`src/rtl/led_blade_seq.sv`:
```
// led_blade_seq: prescaled LED blade sequencer.
// A prescaler turns clk into a step tick every DIVIDE cycles; on each tick
// the WIDTH-bit pattern advances as an up-counter, down-counter, one-hot
// rotator or one-hot bouncing sweep, selected at runtime by mode.
//
// Ports:
//   clk        - single clock, rising edge
//   reset_n    - synchronous active-low reset
//   enable     - 1 runs prescaler/stepping, 0 freezes the pattern
//   mode       - 00 up, 01 down, 10 rotate-left one-hot, 11 bounce one-hot
//   load       - single-cycle parallel load strobe (beats stepping)
//   load_value - value written to the pattern on load
//   tick       - registered pulse, high the cycle a new pattern appears
//   led        - heartbeat, toggles on every tick
//   blade      - pattern after output polarity (inverted when ACTIVE_LOW)
//
// Bounce direction state:
//   dir | meaning
//   ----+-------------------------------
//    0  | sweeping toward MSB (shift left)
//    1  | sweeping toward LSB (shift right)
module led_blade_seq #(
   parameter int WIDTH      = 6,
   parameter int DIVIDE     = 16777216,
   parameter bit ACTIVE_LOW = 1'b1
) (
   input  logic             clk,
   input  logic             reset_n,
   input  logic             enable,
   input  logic [1:0]       mode,
   input  logic             load,
   input  logic [WIDTH-1:0] load_value,
   output logic             tick,
   output logic             led,
   output logic [WIDTH-1:0] blade
);

   localparam int CW = $clog2(DIVIDE);
   // Prescaler is a down-counter: it reloads to DIVIDE-1 and a step fires
   // when it reaches zero, so the first tick lands on the DIVIDE-th edge.
   localparam logic [CW-1:0] TC_LOAD = CW'(DIVIDE - 1);

   logic [CW-1:0]    cnt,     cnt_nxt;
   logic [WIDTH-1:0] pattern, pat_nxt;
   logic             dir,     dir_nxt;
   logic             tick_q,  tick_nxt;
   logic             led_q,   led_nxt;

   logic [WIDTH-1:0] step_pat;
   logic             step_dir;
   logic             onehot;

   // State register
   always_ff @(posedge clk) begin
      if (!reset_n) begin
         cnt     <= TC_LOAD;
         pattern <= '0;
         dir     <= 1'b0;
         tick_q  <= 1'b0;
         led_q   <= 1'b0;
      end else begin
         cnt     <= cnt_nxt;
         pattern <= pat_nxt;
         dir     <= dir_nxt;
         tick_q  <= tick_nxt;
         led_q   <= led_nxt;
      end
   end

   assign onehot = (pattern != '0) && ((pattern & (pattern - WIDTH'(1))) == '0);

   // Pattern that a tick would produce in the current mode
   always_comb begin
      step_pat = pattern;
      step_dir = dir;
      unique case (mode)
         2'b00: step_pat = pattern + WIDTH'(1);
         2'b01: step_pat = pattern - WIDTH'(1);
         2'b10: begin
            if (!onehot) step_pat = WIDTH'(1);
            else         step_pat = {pattern[WIDTH-2:0], pattern[WIDTH-1]};
         end
         default: begin
            if (!onehot) begin
               step_pat = WIDTH'(1);
               step_dir = 1'b0;
            end else if (!dir) begin
               // A pattern parked on the MSB with dir=0 (e.g. just loaded)
               // turns around instead of shifting out to zero.
               if (pattern[WIDTH-1]) begin
                  step_pat = pattern >> 1;
                  step_dir = 1'b1;
               end else begin
                  step_pat = pattern << 1;
                  step_dir = step_pat[WIDTH-1];
               end
            end else begin
               if (pattern[0]) begin
                  step_pat = pattern << 1;
                  step_dir = 1'b0;
               end else begin
                  step_pat = pattern >> 1;
                  step_dir = !step_pat[0];
               end
            end
         end
      endcase
   end

   // Next-state logic: load > enable-low > step
   always_comb begin
      cnt_nxt  = cnt;
      pat_nxt  = pattern;
      dir_nxt  = dir;
      tick_nxt = 1'b0;
      led_nxt  = led_q;
      if (load) begin
         pat_nxt = load_value;
         cnt_nxt = TC_LOAD;
         dir_nxt = 1'b0;
      end else if (!enable) begin
         cnt_nxt = TC_LOAD;
      end else if (cnt == '0) begin
         cnt_nxt  = TC_LOAD;
         tick_nxt = 1'b1;
         led_nxt  = !led_q;
         pat_nxt  = step_pat;
         dir_nxt  = step_dir;
      end else begin
         cnt_nxt = cnt - CW'(1);
      end
      if (mode != 2'b11) dir_nxt = 1'b0;
   end

   // Outputs straight from flops
   always_comb begin
      tick  = tick_q;
      led   = led_q;
      blade = ACTIVE_LOW ? ~pattern : pattern;
   end

endmodule

```
`config.mk`:
```
export PLATFORM = sky130hd
export DESIGN_NAME = led_blade_seq
export DESIGN_NICKNAME = d
export VERILOG_FILES = /design/src/rtl/led_blade_seq.sv
export SDC_FILE = /design/constraint.sdc
export NUM_CORES = 1
export LEC_CHECK = 0
export BUFFER_PORTS_ARGS = -buffer_cell sky130_fd_sc_hd__buf_2
export CORE_MARGIN = 1.5
export CORE_UTILIZATION = 62
export DETAILED_ROUTE_END_ITERATION = 10
export GPL_ROUTABILITY_DRIVEN = 0
export HOLD_SLACK_MARGIN = 0.1
export PLACE_DENSITY_LB_ADDON = 0.2
export SYNTH_ARGS = -nofsm -noshare
export SYNTH_HDL_FRONTEND = slang
export SYNTH_SLANG_ARGS = --single-unit
```
`constraint.sdc`:
```
create_clock -name clk -period 5.6 [get_ports clk]
set_input_delay 0.56 -clock clk [delete_from_list [all_inputs] [get_ports clk]]
set_output_delay 0.56 -clock clk [all_outputs]
set_load 0.03 [all_outputs]
```
Yosys cells after proc, flatten, opt, wreduce, memory -nomap -nowiden
Index checks and enable logic that the tools add are counted.
- output and inout bits: 8
- bits of input ports: 12
- flip-flop bits (word level): 33
- eq/ne operators: 3
- multiplexer cells: 14
- bitwise operators: 6
- reductions and logical operators: 16
- add/sub/neg operators: 3
- operators by type and width (operator ; number):
    2-to-1 mux 6 bit ; 8
    zero test 24 bit ; 1
    subtractor 24 x 1 -> 24 bit (second input constant) ; 1
    case mux 6 bit (3 select lines) ; 1
    OR reduction 3 bit ; 3
    adder 6 x 1 -> 6 bit (second input constant) ; 1
    bitwise AND 6 bit ; 1
    zero test 6 bit ; 1
    inverter 6 bit ; 1
    AND reduction 3 bit ; 2
    nonzero test 6 bit ; 1
    subtractor 6 x 1 -> 6 bit (second input constant) ; 1
    2-to-1 mux 1 bit ; 5
    inverter 1 bit ; 4
    nonzero test 2 bit ; 2
    OR reduction 4 bit ; 1
    == test 2 x 1 -> 1 bit (second input constant) ; 1
    == test 2 bit (second input constant) ; 1
    zero test 1 bit ; 2
    zero test 2 bit ; 1
    != test 2 bit (second input constant) ; 1
    AND reduction 2 bit ; 1
    logical AND 1 bit ; 1

Depth between registers and ports, before layout
Gate-level depths: netlist of run 1.
- depth after elaboration: 9
- mapped depth: 10
- mapped depth without buffers: 9

Worst setup path after synthesis of run 1
OpenSTA, ideal clock, no wires.
- kind: register to register
- start: reg pattern[0]
- end: reg pattern[1]
- stages on the path, launching flop included: 10
- setup time: 0.070 ns
- period minus slack after synthesis: 2.575 ns
- path slack: 3.025 ns
- data arrival time: 2.505 ns
- cell sequence: dfxtp_1 > inv_1 > ha_1 > or3b_2 > ha_1 > nor4_1 > o211a_1 > o211ai_1 > a211o_1 > a21oi_1
- longest elaborated chain between the ends: 9
- RTL lines (item ; line ; text):
    start: declaration ; 44 ; logic [WIDTH-1:0] pattern, pat_nxt;
    start signal: assignment ; 63 ; pattern <= pat_nxt;
    subtractor 6 x 1 -> 6 bit ; 70, 78 ;
    bitwise AND 6 bit ; 70 ; assign onehot = (pattern != '0) && ((pattern & (pattern - WIDTH'(1))) == '0);
    zero test 6 bit ; 70 ;
    logical AND 1 bit ; 70 ;
    2-to-1 mux 6 bit, on equally long branches ; 84, 80 ;
    case mux 6 bit (3 select lines) (*) ; 76 ; unique case (mode)
    2-to-1 mux 6 bit (*) ; 123 ; end else if (cnt == '0) begin
    2-to-1 mux 6 bit (*) ; 121 ; end else if (!enable) begin
    2-to-1 mux 6 bit (*) ; 117 ; if (load) begin
Every way passes the cells marked *; elsewhere a longest branch is shown, timed or not. The select of a mux whose other input is x is not followed.
A chain may end at the register's enable or synchronous reset.

Worst setup path in the final report of run 1
Same ends and word-level chain as after synthesis.

==> results of run 1 <==
[sequential cells by signal, summed over array words and instances, names as in the netlist]
register  cells
pattern       6
dir           1
led           1
cnt          24
tick          1
[worst max path at each step]
stage	start	endpoint	slack [ns]	cells after the start
after floorplan	pattern[0]$_SDFFE_PN0P_	pattern[1]$_SDFFE_PN0P_	3.03	9
after global placement	pattern[0]$_SDFFE_PN0P_	pattern[1]$_SDFFE_PN0P_	3.09	9
after detailed placement	pattern[0]$_SDFFE_PN0P_	pattern[1]$_SDFFE_PN0P_	2.94	9
after CTS	pattern[0]$_SDFFE_PN0P_	pattern[1]$_SDFFE_PN0P_	2.90	9
after global routing	pattern[0]$_SDFFE_PN0P_	pattern[1]$_SDFFE_PN0P_	2.74	9
final	pattern[0]$_SDFFE_PN0P_	pattern[1]$_SDFFE_PN0P_	2.89	9
[area by class of cell]
type / count / share of cell area
Inverter: 14 / 0.0257
Sequential cell: 33 / 0.323
Clock buffer: 8 / 0.0238
Timing Repair Buffer: 20 / 0.0501
Multi-Input combinational cell: 175 / 0.559
Tap cell: 31 / 0.0189
[stage by stage]
stage / instance area, sq um / power, W / std cells
6_report: 2050 / 0.000431 / 281
5_1_grt: 2050 / 0.000453 / 281
2_1_floorplan: 1910 / 0.000293 / 234
3_5_place_dp: 2000 / 0.000311 / 273
4_1_cts: 2050 / 0.000433 / 281
3_3_place_gp: 2000 / 0.000310 / 273
[worst max-delay path, cell delays in order (launching register included)]
cell	delay, ns
dfxtp_1	0.36
inv_1	0.18
ha_1	0.22
or3b_2	0.47
ha_1	0.20
nor4_1	0.30
o211a_1	0.35
o211ai_1	0.12
a211o_1	0.30
a21oi_1	0.13
[routing by layer]
| layer | global-route usage | routed length [microns] | vias up |
|---|---|---|---|
| met5 | 0 | 0 | - |
| met4 | 0.110 | 74 | 0 |
| met3 | 0.0769 | 161 | 7 |
| met2 | 0.459 | 2000 | 33 |
| met1 | 0.291 | 1760 | 751 |
| li1 | - | - | 869 |
[synth_stat cells, types with 3 or more instances]
master	instances
xnor2_1	20
inv_1	14
ha_1	8
dfxtp_1	33
o31ai_1	3
nor3_1	9
xor2_1	5
a21oi_1	8
nand2_1	28
nand3_1	9
nor4_1	9
o211ai_1	4
a31o_2	3
clkbuf_1	10
nor2_1	13
or3_1	6
a31oi_1	4
o21ai_0	12
[report_power, final]
part / leakage (nW) / switching (W) / internal [W] / total [W]
clock network: 0.0265 / 0.0000747 / 0.0000500 / 0.000125
logic: 0.423 / 0.0000380 / 0.0000238 / 0.0000618
registers: 0.268 / 0.00000650 / 0.000238 / 0.000244
total: 0.718 / 0.000119 / 0.000311 / 0.000431
[logic make-up (layout without fill, tap and decap cells)]
group | after synthesis | in the layout
fa+ha+maj | 8 | 8
flops | 33 | 33
simple gates | 94 | 94
compound gates | 46 | 46
xor+xnor | 25 | 25
buf+inv | 26 | 42
mux | 2 | 2
==> results.md, run 1 <==
- Max_cap viols: 0
- Detailed Place HPWL: roughly 2900 microns
- Final Setup Violations: 0
- Core ar.: approximately 2800 sq um
- Dominant synthesized flop cell: dfxtp_1
- Post-synthesis adder-cell area fraction: 0.0524
- WS Path Type: reg2reg
- Synth area leader: dfxtp_1
- Clock Latency Late Sink: 0.33 ns
- Total GRT Usage: 0.261
- Final wirelength: roughly 4000 microns
- Area grow syn2layout: 7.14%
- Post-synth EDFFs: 0
- Routed via count: roughly 1,700
- Clock Tree Buf Depth: 2
- Detailed Routing Iterations Pass 1: 4
- Unrepaired setup endpoints after global routing: no
- Pre-CTS setup slack: between 2 and 3 ns
- Vias in the first global route: approximately 1,600
- Lkg Pwr: 0.718 nW
- H-tree depth: 2
- Core Util, Final: 0.724
- CTS root buf: clkbuf_4
- Mux cell area share after synthesis: 0.0105
- Setup tns final: 0 ns
- Ys Warns: 0
- Synth Cell Area: roughly 1900 sq um
- I/O pin total: 20
- Worst slew pin tran: around 0.43 ns
- Simple-Gate Fraction of Synth Area: 0.258
- Initial Util: 0.675
- Final min period: 2.71 ns
- Vias per Instance: 5.91
- Multi-input combinational cell area: 1140 sq um
- Worst endpoint required time: 5.87 ns
- Post-route ant nets: 0
- Sequential share of the synthesized area: 0.346
- Starting DRT DRC Count: about 170
- Final worst setup slack: ~2.9 ns
- Storage element area: between 600 and 700 sq um
- Worst R2R End: pattern[1]$_SDFFE_PN0P_
- Fillers: 248
- First-pass GRT wire length: approximately 6700 microns
- Fmax: between 300 and 400 MHz
- Period utilisation layout: 0.484
- Congestion Overflow GR: 0
- Row cnt: 19
- Initial antenna violation count: 0
- Largest net degree at the start of global routing: 23
- XOR/XNOR share of the synthesized area: 0.115
- Syn Area/Cell: around 8.2 sq um
- Min-delay src: cnt[0]$_SDFF_PP1_
- Hold Path Sink: cnt[0]$_SDFF_PP1_
- Largest family of logic cells by synthesized area: simple AND/OR/NAND/NOR gates
- Hold path depth: 1
- Worst-path maximum fanout: 8
- N_diodes: 0
- Setup slack, reg-to-reg: between 2 and 3 ns
- Max-slew violation count: 0
- Wire per inst: 14.2 microns
- Die area: 3420 sq um
- Number of buffers created by CTS: 5
- CTS tree: built
- HP Class: reg2reg
- Worst Skew: about 0.0047 ns
- Syn_nets: approximately 250
- Nets: between 200 and 300
- IO buf count: 19
- Die Wd: ~59 microns
- Status: completed
- Hold Slack: between 0.4 and 0.5 ns
- Slew margin rel.: 0.713
- Share of cells above drive strength 1: 0.132
- Gate Count Post-Synth: around 230
- Worst R2R Start: pattern[0]$_SDFFE_PN0P_
- Setup Buffers After CTS: 0
- R2R depth: 9
- Crit. End Element: register
- Synth Register Bits: 33
- PD cells: about 210 nW/um^2
- Post-CTS resize count: 0
- Compound-gate portion of the synthesized area: 0.163
- # hold bufs at CTS: 0
- Synth cell types: 46
- DRC: 0
- Crit start category: register
- Leading cell types in the layout, fill and taps excluded: dfxtp_1 (33), nand2_1 (28), xnor2_1 (20), buf_2 (19), inv_1 (14)
- Yosys top cell area share: 0.346
- Crit path DAT: 2.98 ns
- Synth area leaders: dfxtp_1 (35%), xnor2_1 (9.2%), nand2_1 (5.5%), ha_1 (5.2%), o21ai_0 (3.1%)
- Final Hold Viols: 0
- Asr flop ratio synth: 0
- VDD IR max: approximately 0.19 mV
- Most common cell after layout, fill and taps aside: dfxtp_1
- Worst-path clk slew: roughly 0.09 ns
- Clk sinks: 33
- Die height: around 59 microns
Note: power is estimated with default switching activity, not from simulation.
==> run 2, diff against run 1 <==
--- a/config.mk
+++ b/config.mk
@@ -7,7 +7,7 @@
 export LEC_CHECK = 0
 export BUFFER_PORTS_ARGS = -buffer_cell sky130_fd_sc_hd__buf_2
 export CORE_MARGIN = 1.5
-export CORE_UTILIZATION = 62
+export CORE_UTILIZATION = 52
 export DETAILED_ROUTE_END_ITERATION = 10
 export GPL_ROUTABILITY_DRIVEN = 0
 export HOLD_SLACK_MARGIN = 0.1
==> constraint.sdc (replaced) <==
create_clock -name clk -period 2.2 [get_ports clk]
set_input_delay 0.22 -clock clk [delete_from_list [all_inputs] [get_ports clk]]
set_output_delay 0.22 -clock clk [all_outputs]
set_load 0.03 [all_outputs]
==> run 2 against run 1 <==
Net effect:
- design area rose by 14%
- wire length rose by 2.9%
- maximum frequency increased by 26%
- die area up 18%
- clock-buffer cell count did not move
- via count increased by 3.9%
- core utilization decreased by 4.6 points
- clock skew is 0.00050 ns lower
- sequential share of layout area decreased by 3.7 points
- final cell count up 11%
- first-iteration DRC count fell by 44%
- largest cell class unchanged
==> results.md, run 2 (synthesis gave the netlist of run 1 again) <==
- Status: completed
- DRC: 0
- Detailed Place HPWL: roughly 3000 microns
- Row cnt: 21
- Min-delay src: enable
- Worst endpoint required time: about 2.4 ns
- CTS tree: built
- Nets: ~290
- Pre-CTS setup slack: about 0.024 ns
- Vias per Instance: about 5.5
- PD cells: about 600 nW/um^2
- Max incr delay on CP: 0.35 ns
- Final min period: 2.15 ns
- Wire per inst: roughly 13 microns
- Detailed Routing Iterations Pass 1: 4
- Tot Pwr: between 0.001 and 0.0015 W
- Largest net degree at the start of global routing: 19
- # hold bufs at CTS: 0
- Lkg Pwr: 0.843 nW
- Crit. End Element: register
- Fmax: 465 MHz
- Crit start category: register
- Worst Skew: between 0.004 and 0.005 ns
- Setup slack, reg-to-reg: between 0.04 and 0.05 ns
- Vias in the first global route: 1,559
- Initial Util: 0.555
- Slew margin rel.: 0.746
- Worst R2R Start: pattern[0]$_SDFFE_PN0P_
- Final Hold Viols: 0
- Period utilisation layout: 0.978
- Setup tns final: 0 ns
- Congestion Overflow GR: 0
- Area grow syn2layout: 22.0%
- Hold Path Sink: cnt[16]$_SDFF_PP1_
- Post-route ant nets: 0
- Crit-path cells: clkinvlp_4 -> buf_6 -> nand3_2 -> or3_1 -> ha_2 -> nor4_4 -> o211a_1 -> o211ai_1 -> a211o_1 -> a21oi_2
- Final wirelength: between 4000 and 5000 microns
- Initial antenna violation count: 0
- IO buf count: 19
- Crit path DAT: 2.37 ns
- Routed via count: 1,724
- Share of cells above drive strength 1: 0.240
- Max-slew violation count: 0
- Core Util, Final: 0.677
- R2R depth: 10
- Final Setup Violations: 0
- Die height: between 60 and 70 microns
- Worst R2R End: pattern[1]$_SDFFE_PN0P_
- Worst-path maximum fanout: 5
- H-tree depth: 2
- N_diodes: 0
- HP Class: in2reg
- Unrepaired setup endpoints after global routing: yes
- First-pass GRT wire length: a little under 7000 microns
- Clk sinks: 33
- Worst-path clk slew: ~0.070 ns
- Core ar.: ~3400 sq um
- Worst slew pin tran: about 0.38 ns
- CTS root buf: clkbuf_8
- Max_cap viols: 0
- Total GRT Usage: 0.221
- Most common cell after layout, fill and taps aside: dfxtp_1
- Worst path slowest cell: dfxtp_4
- Finished Layout Cells: between 300 and 400
- WS Path Type: reg2reg
- VDD IR max: about 0.52 mV
- Starting DRT DRC Count: 97
- Hold path depth: 2
- Final worst setup slack: between 0.04 and 0.05 ns
- Fillers: a little under 300
- Die area: 4050 sq um
- Max FFs per register: 24
- Most flop-heavy register: cnt
- Largest regs: cnt x24, pattern x6
- DP Cell Count: about 300
- I/O pin total: 20
- Clock Latency Late Sink: about 0.29 ns
- Leading cell types in the layout, fill and taps excluded: dfxtp_1 (31), nand2_1 (27), xnor2_1 (20), buf_2 (19), buf_4 (16)
- Clock Tree Buf Depth: 2
- Number of buffers created by CTS: 5
- Die Wd: approximately 64 microns
run 2: per-layer routing:
layer / track usage / part of all wire / up-vias / wire length [microns]
li1: - / - / 895 / -
met1: 0.280 / 0.49 / 788 / 2000
met2: 0.355 / 0.46 / 34 / 1910
met3: 0.0482 / 0.031 / 7 / 127
met4: 0.106 / 0.018 / 0 / 75
met5: 0 / 0 / - / 0
run 2: metrics by stage:
stage,hold WS [ns],area (sq um)
floorplan,0.292,1950
global placement,0.440,2180
detailed placement,0.445,2180
CTS,0.138,2300
global route,0.152,2330
finish,0.145,2330
run 2: report_power, final:
group / internal (W) / switching [W] / leakage [nW]
combinational: 0.000100 / 0.000121 / 0.518
sequential: 0.000606 / 0.00000935 / 0.269
clock: 0.000323 / 0.000216 / 0.0566
total: 0.00103 / 0.000346 / 0.843
run 2: critical path, delay by kind of cell (launching register included):
family	cells	cell delay [ns]
adder cells (fa/ha/maj)	1	0.19
AND/OR/NAND/NOR	3	0.59
AO/OA/AOI/OAI	4	0.76
flip-flops	1	0.35
buffers and inverters	2	0.19
run 2: worst max path at each step:
stage | from | end | slack, ns | cells after the start
2_1_floorplan | pattern[0]$_SDFFE_PN0P_ | pattern[1]$_SDFFE_PN0P_ | -0.12 | 9
4_1_cts | pattern[0]$_SDFFE_PN0P_ | pattern[1]$_SDFFE_PN0P_ | 0.009 | 9
3_5_place_dp | pattern[0]$_SDFFE_PN0P_ | pattern[1]$_SDFFE_PN0P_ | 0.02 | 10
5_1_grt | pattern[0]$_SDFFE_PN0P_ | pattern[1]$_SDFFE_PN0P_ | -0.05 | 10
3_3_place_gp | pattern[0]$_SDFFE_PN0P_ | pattern[1]$_SDFFE_PN0P_ | 0.06 | 9
6_report | pattern[0]$_SDFFE_PN0P_ | pattern[1]$_SDFFE_PN0P_ | 0.05 | 10
run 2: layout make-up:
type                    instances  area [sq um]  area share
clock buffers                   8           111      0.0478
inverters                      14          58.8      0.0252
multi-input cells             175          1200       0.515
flip-flops and latches         33           666       0.286
well taps                      46          57.6      0.0247
repair buffers                 37           238       0.102
run 2: timing repair:
item | 4_1_cts | 5_1_grt
resized for setup | 2 | 6
pin swaps | 0 | 5
buffers inserted | 0 | 1
setup endpoints to repair | 1 | 5
